$ cat config.mk
export PLATFORM = sky130hd
export DESIGN_NAME = prbs_gen_param_flat
export DESIGN_NICKNAME = d
export VERILOG_FILES = /design/src/rtl/prbs_gen_param_if.sv /design/src/rtl/prbs_gen_param.sv /design/src/flat_wrapper.sv
export SDC_FILE = /design/constraint.sdc
export NUM_CORES = 1
export LEC_CHECK = 0
export CORE_MARGIN = 5
export CORE_UTILIZATION = 45
export CTS_BUF_LIST = sky130_fd_sc_hd__clkbuf_2 sky130_fd_sc_hd__clkbuf_4 sky130_fd_sc_hd__clkbuf_8
export CTS_CLUSTER_DIAMETER = 50
export DETAILED_ROUTE_END_ITERATION = 7
export MAX_ROUTING_LAYER = met4
export PLACE_DENSITY = 0.69
export SETUP_SLACK_MARGIN = 0.02
export SLEW_MARGIN = 20
export SYNTH_ARGS = -nofsm -noshare
export SYNTH_HDL_FRONTEND = slang
export SYNTH_SLANG_ARGS = --single-unit
$ cat constraint.sdc
create_clock -name CLK -period 2.76 [get_ports CLK]
set_input_delay 0.552 -clock CLK [delete_from_list [all_inputs] [get_ports CLK]]
set_output_delay 0.552 -clock CLK [all_outputs]
set_load 0.05 [all_outputs]
$ cat src/rtl/prbs_gen_param_if.sv
// Output stream bundle for prbs_gen_param.
//   out_data  : current word, driven by the source
//   out_valid : out_data is valid, driven by the source
//   out_ready : sink accepts out_data when out_valid && out_ready
// master = pattern source, slave = downstream sink.
interface prbs_gen_param_if #(
   parameter int DATA_W = 8
);
   logic [DATA_W-1:0] out_data;
   logic              out_valid;
   logic              out_ready;

   modport master (
      output out_data,
      output out_valid,
      input  out_ready
   );

   modport slave (
      input  out_data,
      input  out_valid,
      output out_ready
   );
endinterface

$ cat src/rtl/prbs_gen_param.sv
// Test-pattern source for link bring-up. After start it sends a captured
// preamble of PAT_WORDS words n+1 times, then a free-running Fibonacci
// LFSR stream until stop or reset.
//   CLK           : clock, rising edge
//   RST           : asynchronous active-high reset
//   start         : begin a sequence (honoured only in IDLE, stop=0)
//   stop          : abort to IDLE from any state, wins over everything
//   n             : preamble repeat count (sent n+1 times), captured on start
//   pattern       : preamble words, word 0 in the low bits, captured on start
//   strm          : valid/ready output stream (master side)
//   prbs_phase    : high while streaming LFSR words
//   preamble_done : pulse on the transfer of the final preamble word
//
// state | meaning
// ------+-------------------------------------------------------------
// IDLE  | no output; waits for start
// PRE   | presents pat_words[word_idx]; rep_cnt counts finished passes
// PRBS  | presents low DATA_W bits of the LFSR, one shift per transfer
module prbs_gen_param #(
   parameter int                DATA_W    = 8,
   parameter int                PAT_WORDS = 4,
   parameter int                CNT_W     = 8,
   parameter int                LFSR_W    = 16,
   parameter int                TAP_A     = 14,
   parameter int                TAP_B     = 15,
   parameter logic [LFSR_W-1:0] SEED      = 16'h0011
) (
   input  logic                          CLK,
   input  logic                          RST,
   input  logic                          start,
   input  logic                          stop,
   input  logic [CNT_W-1:0]              n,
   input  logic [PAT_WORDS*DATA_W-1:0]   pattern,
   prbs_gen_param_if.master              strm,
   output logic                          prbs_phase,
   output logic                          preamble_done
);

   localparam int IDX_W = (PAT_WORDS > 1) ? $clog2(PAT_WORDS) : 1;
   localparam logic [IDX_W-1:0] LAST_IDX = IDX_W'(PAT_WORDS - 1);

   typedef enum logic [1:0] {
      S_IDLE = 2'd0,
      S_PRE  = 2'd1,
      S_PRBS = 2'd2
   } state_t;

   state_t             state, state_nx;
   logic [IDX_W-1:0]   word_idx, word_idx_nx;
   logic [CNT_W-1:0]   rep_cnt, rep_cnt_nx;
   logic [LFSR_W-1:0]  lfsr, lfsr_nx, lfsr_shift;
   logic [CNT_W-1:0]   n_reg;
   logic [DATA_W-1:0]  pat_words [PAT_WORDS];
   logic               load_cfg;
   logic               xfer;

   // Outputs decode from registered state only; out_ready never reaches them.
   always_comb begin
      strm.out_valid = 1'b0;
      strm.out_data  = '0;
      prbs_phase     = 1'b0;
      case (state)
         S_PRE: begin
            strm.out_valid = 1'b1;
            strm.out_data  = pat_words[word_idx];
         end
         S_PRBS: begin
            strm.out_valid = 1'b1;
            strm.out_data  = lfsr[DATA_W-1:0];
            prbs_phase     = 1'b1;
         end
         default: ;
      endcase
   end

   assign xfer       = strm.out_valid & strm.out_ready;
   assign lfsr_shift = {lfsr[LFSR_W-2:0], lfsr[TAP_A] ^ lfsr[TAP_B]};

   always_comb begin
      state_nx      = state;
      word_idx_nx   = word_idx;
      rep_cnt_nx    = rep_cnt;
      lfsr_nx       = lfsr;
      load_cfg      = 1'b0;
      preamble_done = 1'b0;
      if (stop) begin
         // A word presented in this cycle is treated as not taken.
         state_nx    = S_IDLE;
         word_idx_nx = '0;
         rep_cnt_nx  = '0;
         lfsr_nx     = SEED;
      end else begin
         case (state)
            S_IDLE: begin
               if (start) begin
                  load_cfg    = 1'b1;
                  word_idx_nx = '0;
                  rep_cnt_nx  = '0;
                  lfsr_nx     = SEED;
                  state_nx    = S_PRE;
               end
            end
            S_PRE: begin
               if (xfer) begin
                  if (word_idx != LAST_IDX) begin
                     word_idx_nx = word_idx + IDX_W'(1);
                  end else if (rep_cnt != n_reg) begin
                     // Compare before increment, so n = all-ones cannot wrap.
                     word_idx_nx = '0;
                     rep_cnt_nx  = rep_cnt + CNT_W'(1);
                  end else begin
                     preamble_done = 1'b1;
                     word_idx_nx   = '0;
                     rep_cnt_nx    = '0;
                     state_nx      = S_PRBS;
                  end
               end
            end
            S_PRBS: begin
               if (xfer) begin
                  lfsr_nx = lfsr_shift;
               end
            end
            default: state_nx = S_IDLE;
         endcase
         // All-zero is the LFSR's stuck state; kick it out unconditionally.
         if (lfsr == '0) begin
            lfsr_nx = LFSR_W'(1);
         end
      end
   end

   always_ff @(posedge CLK or posedge RST) begin
      if (RST) begin
         state    <= S_IDLE;
         word_idx <= '0;
         rep_cnt  <= '0;
         lfsr     <= SEED;
      end else begin
         state    <= state_nx;
         word_idx <= word_idx_nx;
         rep_cnt  <= rep_cnt_nx;
         lfsr     <= lfsr_nx;
      end
   end

   always_ff @(posedge CLK or posedge RST) begin
      if (RST) begin
         n_reg <= '0;
         for (int i = 0; i < PAT_WORDS; i++) begin
            pat_words[i] <= '0;
         end
      end else if (load_cfg) begin
         n_reg <= n;
         for (int i = 0; i < PAT_WORDS; i++) begin
            pat_words[i] <= pattern[i*DATA_W +: DATA_W];
         end
      end
   end

endmodule

$ cat src/flat_wrapper.sv
// flat-port wrapper written by rule: the top's interface ports become plain ports
module prbs_gen_param_flat 
#(
   parameter int                DATA_W    = 8,
   parameter int                PAT_WORDS = 4,
   parameter int                CNT_W     = 8,
   parameter int                LFSR_W    = 16,
   parameter int                TAP_A     = 14,
   parameter int                TAP_B     = 15,
   parameter logic [LFSR_W-1:0] SEED      = 16'h0011
)
  (CLK, RST, start, stop, n, pattern, prbs_phase, preamble_done, strm_out_data, strm_out_valid, strm_out_ready);
  prbs_gen_param_if #(.DATA_W(DATA_W)) strm_i ();
  input  logic CLK;
  input  logic RST;
  input  logic start;
  input  logic stop;
  input  logic [CNT_W-1:0] n;
  input  logic [PAT_WORDS*DATA_W-1:0] pattern;
  output logic prbs_phase;
  output logic preamble_done;
  output wire logic [$bits(strm_i.out_data)-1:0] strm_out_data;
  output wire logic [$bits(strm_i.out_valid)-1:0] strm_out_valid;
  input wire logic [$bits(strm_i.out_ready)-1:0] strm_out_ready;
  assign strm_out_data = strm_i.out_data;
  assign strm_out_valid = strm_i.out_valid;
  assign strm_i.out_ready = strm_out_ready;
  prbs_gen_param #(.DATA_W(DATA_W), .PAT_WORDS(PAT_WORDS), .CNT_W(CNT_W), .LFSR_W(LFSR_W), .TAP_A(TAP_A), .TAP_B(TAP_B), .SEED(SEED)) u_core (.CLK(CLK), .RST(RST), .start(start), .stop(stop), .n(n), .pattern(pattern), .strm(strm_i), .prbs_phase(prbs_phase), .preamble_done(preamble_done));
endmodule
==> out/summary.txt <==
outcome: finished clean
area leader, netlist: dfrtp_1
CP startpoint kind: flip-flop
hpwl dp: 5180 microns
GRT Total Usage: 17.4%
CP Data Required Time: 2.21 ns
LEAKAGE: 1.75 nW
initial antenna violation count: 0
asr flop ratio synth: 100%
CTS tree: built
Final Wtd Congestion: 0.812
EDFF count, synth: 0
drt wl/cell: 15.8 microns
Core ar.: 7250 sq um
Slew @ Worst Pin: 0.532 ns
first-pass GRT wire length: 11,900 microns
I/O pin cnt: 56
drt total wl: 7150 microns
synthesized area: 3350 sq um
final net count: 400
Max FO, Critical Path: 13
Placed Cells incl. Taps: 436
share of layout cells above drive strength 1: 25.5%
worst skew pair latency: 0.34 ns
CP max-delay cell: dfrtp_1
global route total overflow: 0
Post-Syn Instances: 290
YS warnings: 0
FF+latch count, synth: 68
final hold violation count: 0
port bufs: 55
minimum clock period: 2.58 ns
end of the worst hold path: u_core.pat_words[20]
clock transition at the registers of the reported paths: 0.07 ns
Cell variety after synth: 41
reg2reg end: u_core.rep_cnt[4]
die extent in y: 96.3 microns
Arr. time, crit path: 2.03 ns
number of global-route vias before repair: 2,333
worst rel slew slack: 64.5%
max FFs per register: 32
Final Max Slew Viols: 0
most common cell in the synthesized netlist: dfrtp_1
worst reg2reg startpoint: u_core.state[1]
Max Root-Sink Buffers: 2
total CTS buffers: 9
Routed Antenna Nets: 0
Tcrit/Tclk final: 93.5%
max cap viols: 0
vias: 2,447
row cnt: 31
kind of critical path: reg2out
largest cells by area after synthesis: dfrtp_1 49%, mux2_2 13%, mux4_2 5.4%
Final Skew: 0.00778 ns
Antenna Cells: 0
DIE AREA: 9270 sq um
final setup violation count: 0
Largest regs: u_core.pat_words: 32 flops, u_core.lfsr: 16 flops
Vias per Instance: 5.41
commonest cells in the netlist: 66 x dfrtp_1, 40 x mux2_2, 34 x nand2_1
initial core utilization: 46.2%
Die W: 96.3 microns
Hold Path Depth: 1
hold path start: u_core.pat_words[20]
Reg with most FFs: u_core.pat_words
H-tree depth: 3
layout overhead on the synthesized area: 27.6%
# hold bufs at CTS: 0
ys flop type: dfrtp_1
drt pass-1 iters: 7
Setup Fix Bufs, Post-CTS: 0
Yosys top cell area share: 49.3%
Peak VDD IR: 0.396 mV
Clock Root Buffer: clkbuf_8
worst reg2reg setup slack: 0.44 ns
max incr delay on CP: 0.40 ns
R2R depth: 7
largest net degree at the start of global routing: 48
syn avg cell area: 11.5 sq um
P per Cell Area: 799 nW/um^2
Worst Hold Class: reg2reg
RSZ-0062 raised after global routing: no
sequential fraction of the synthesis area: 50.9%
Post-Layout Cell Count: 452
Final TNS setup: 0 ns
CP most frequent cell: inv_1
critical path cell sequence: inv_1 > ha_2 > inv_1 > nor2_1 > nand4_1 > nor3_2 > buf_12
syn nets: 342
critical path endpoint category: output port
DRC errors left: 0
iteration-0 DRC count of the detailed router: 136
clk sink count: 68
Max Fclk: 387 MHz
## worst max-delay path by stage
stage / start / to / depth (start not counted)
finish: u_core.state[1] / preamble_done / 7
global route: u_core.state[1] / preamble_done / 7
CTS: u_core.word_idx[0] / strm_out_data[3] / 4
detailed placement: u_core.state[1] / strm_out_valid / 3
global placement: strm_out_ready / u_core.rep_cnt[5] / 6
floorplan: u_core.state[0] / strm_out_data[0] / 5
## layout by cell type, fill, tap and decap left out, types with 3 or more instances in the layout
cell type | netlist | routed
a21boi_0 | 3 | 3
a22oi_1 | 8 | 8
a2bb2oi_1 | 3 | 3
buf_12 | 0 | 4
buf_4 | 0 | 14
clkbuf_8 | 0 | 9
clkdlybuf4s50_1 | 0 | 44
dfrtp_1 | 66 | 65
ha_1 | 7 | 6
inv_1 | 9 | 8
mux2_2 | 40 | 40
mux4_2 | 8 | 8
nand2_1 | 34 | 34
nand3_1 | 17 | 16
nand4_1 | 4 | 4
nor2_1 | 10 | 10
nor2b_1 | 10 | 10
nor3_1 | 7 | 6
nor4_1 | 4 | 4
o21ai_0 | 6 | 6
o31ai_1 | 6 | 6
xnor2_1 | 8 | 8
## worst max-delay path, delay by kind of cell (launching register included)
kind / cells / cell delay, ns
flip-flops: 1 / 0.40
AND/OR/NAND/NOR: 3 / 0.51
adder cells (fa/ha/maj): 1 / 0.35
buffers and inverters: 3 / 0.41
## stage by stage
stage | setup WS, ns | hold WS (ns) | total power [mW] | area, sq um | util (%)
2_1_floorplan | 0.0376 | 0.461 | 2.20 | 3350 | -
3_3_place_gp | 0.410 | 0.478 | 2.50 | 4050 | 55.8
3_5_place_dp | 0.394 | 0.489 | 2.52 | 4050 | 55.8
4_1_cts | 0.0826 | 0.508 | 3.44 | 4270 | 58.9
5_1_grt | 0.0618 | 0.524 | 3.61 | 4270 | 58.9
6_report | 0.178 | 0.505 | 3.41 | 4270 | 58.9
## area by class of cell
type | instances | area, sq um
Timing Repair Buffer | 63 | 634
Inverter | 9 | 33.8
Clock buffer | 9 | 124
Multi-Input combinational cell | 197 | 1550
Fill cell | 645 | 2980
Clock inverter | 7 | 98.8
Tap cell | 99 | 124
Sequential cell | 68 | 1710
## what timing repair did
action	CTS	global route
hold endpoints to repair	0	0
resized for setup	2	1
pin swaps	0	0
setup endpoints to repair	2	7
## power by group
part           switching [mW]  internal (mW)
Clock                   0.402          0.513
Combinational           0.499          0.577
Sequential              0.170           1.25
## per-layer routing
| layer | up-vias | global-route usage (%) | part of all wire, % | wire (microns) |
|---|---|---|---|---|
| met2 | 55 | 23.4 | 45 | 3230 |
| met1 | 1217 | 25.2 | 49 | 3520 |
| met4 | 0 | 7.11 | 1.9 | 133 |
| met3 | 12 | 3.67 | 3.7 | 264 |
| met5 | - | - | 0 | 0 |
| li1 | 1163 | - | - | - |
## kinds of logic after synthesis
group | count (synthesis) | share of synthesized area, %
simple gates | 92 | 13.1
flops | 68 | 50.9
mux | 50 | 19.4
compound gates | 40 | 8.74
buf+inv | 25 | 3.14
xor+xnor | 8 | 2.09
fa+ha+maj | 7 | 2.62
Power figures use the tool's default switching activity.
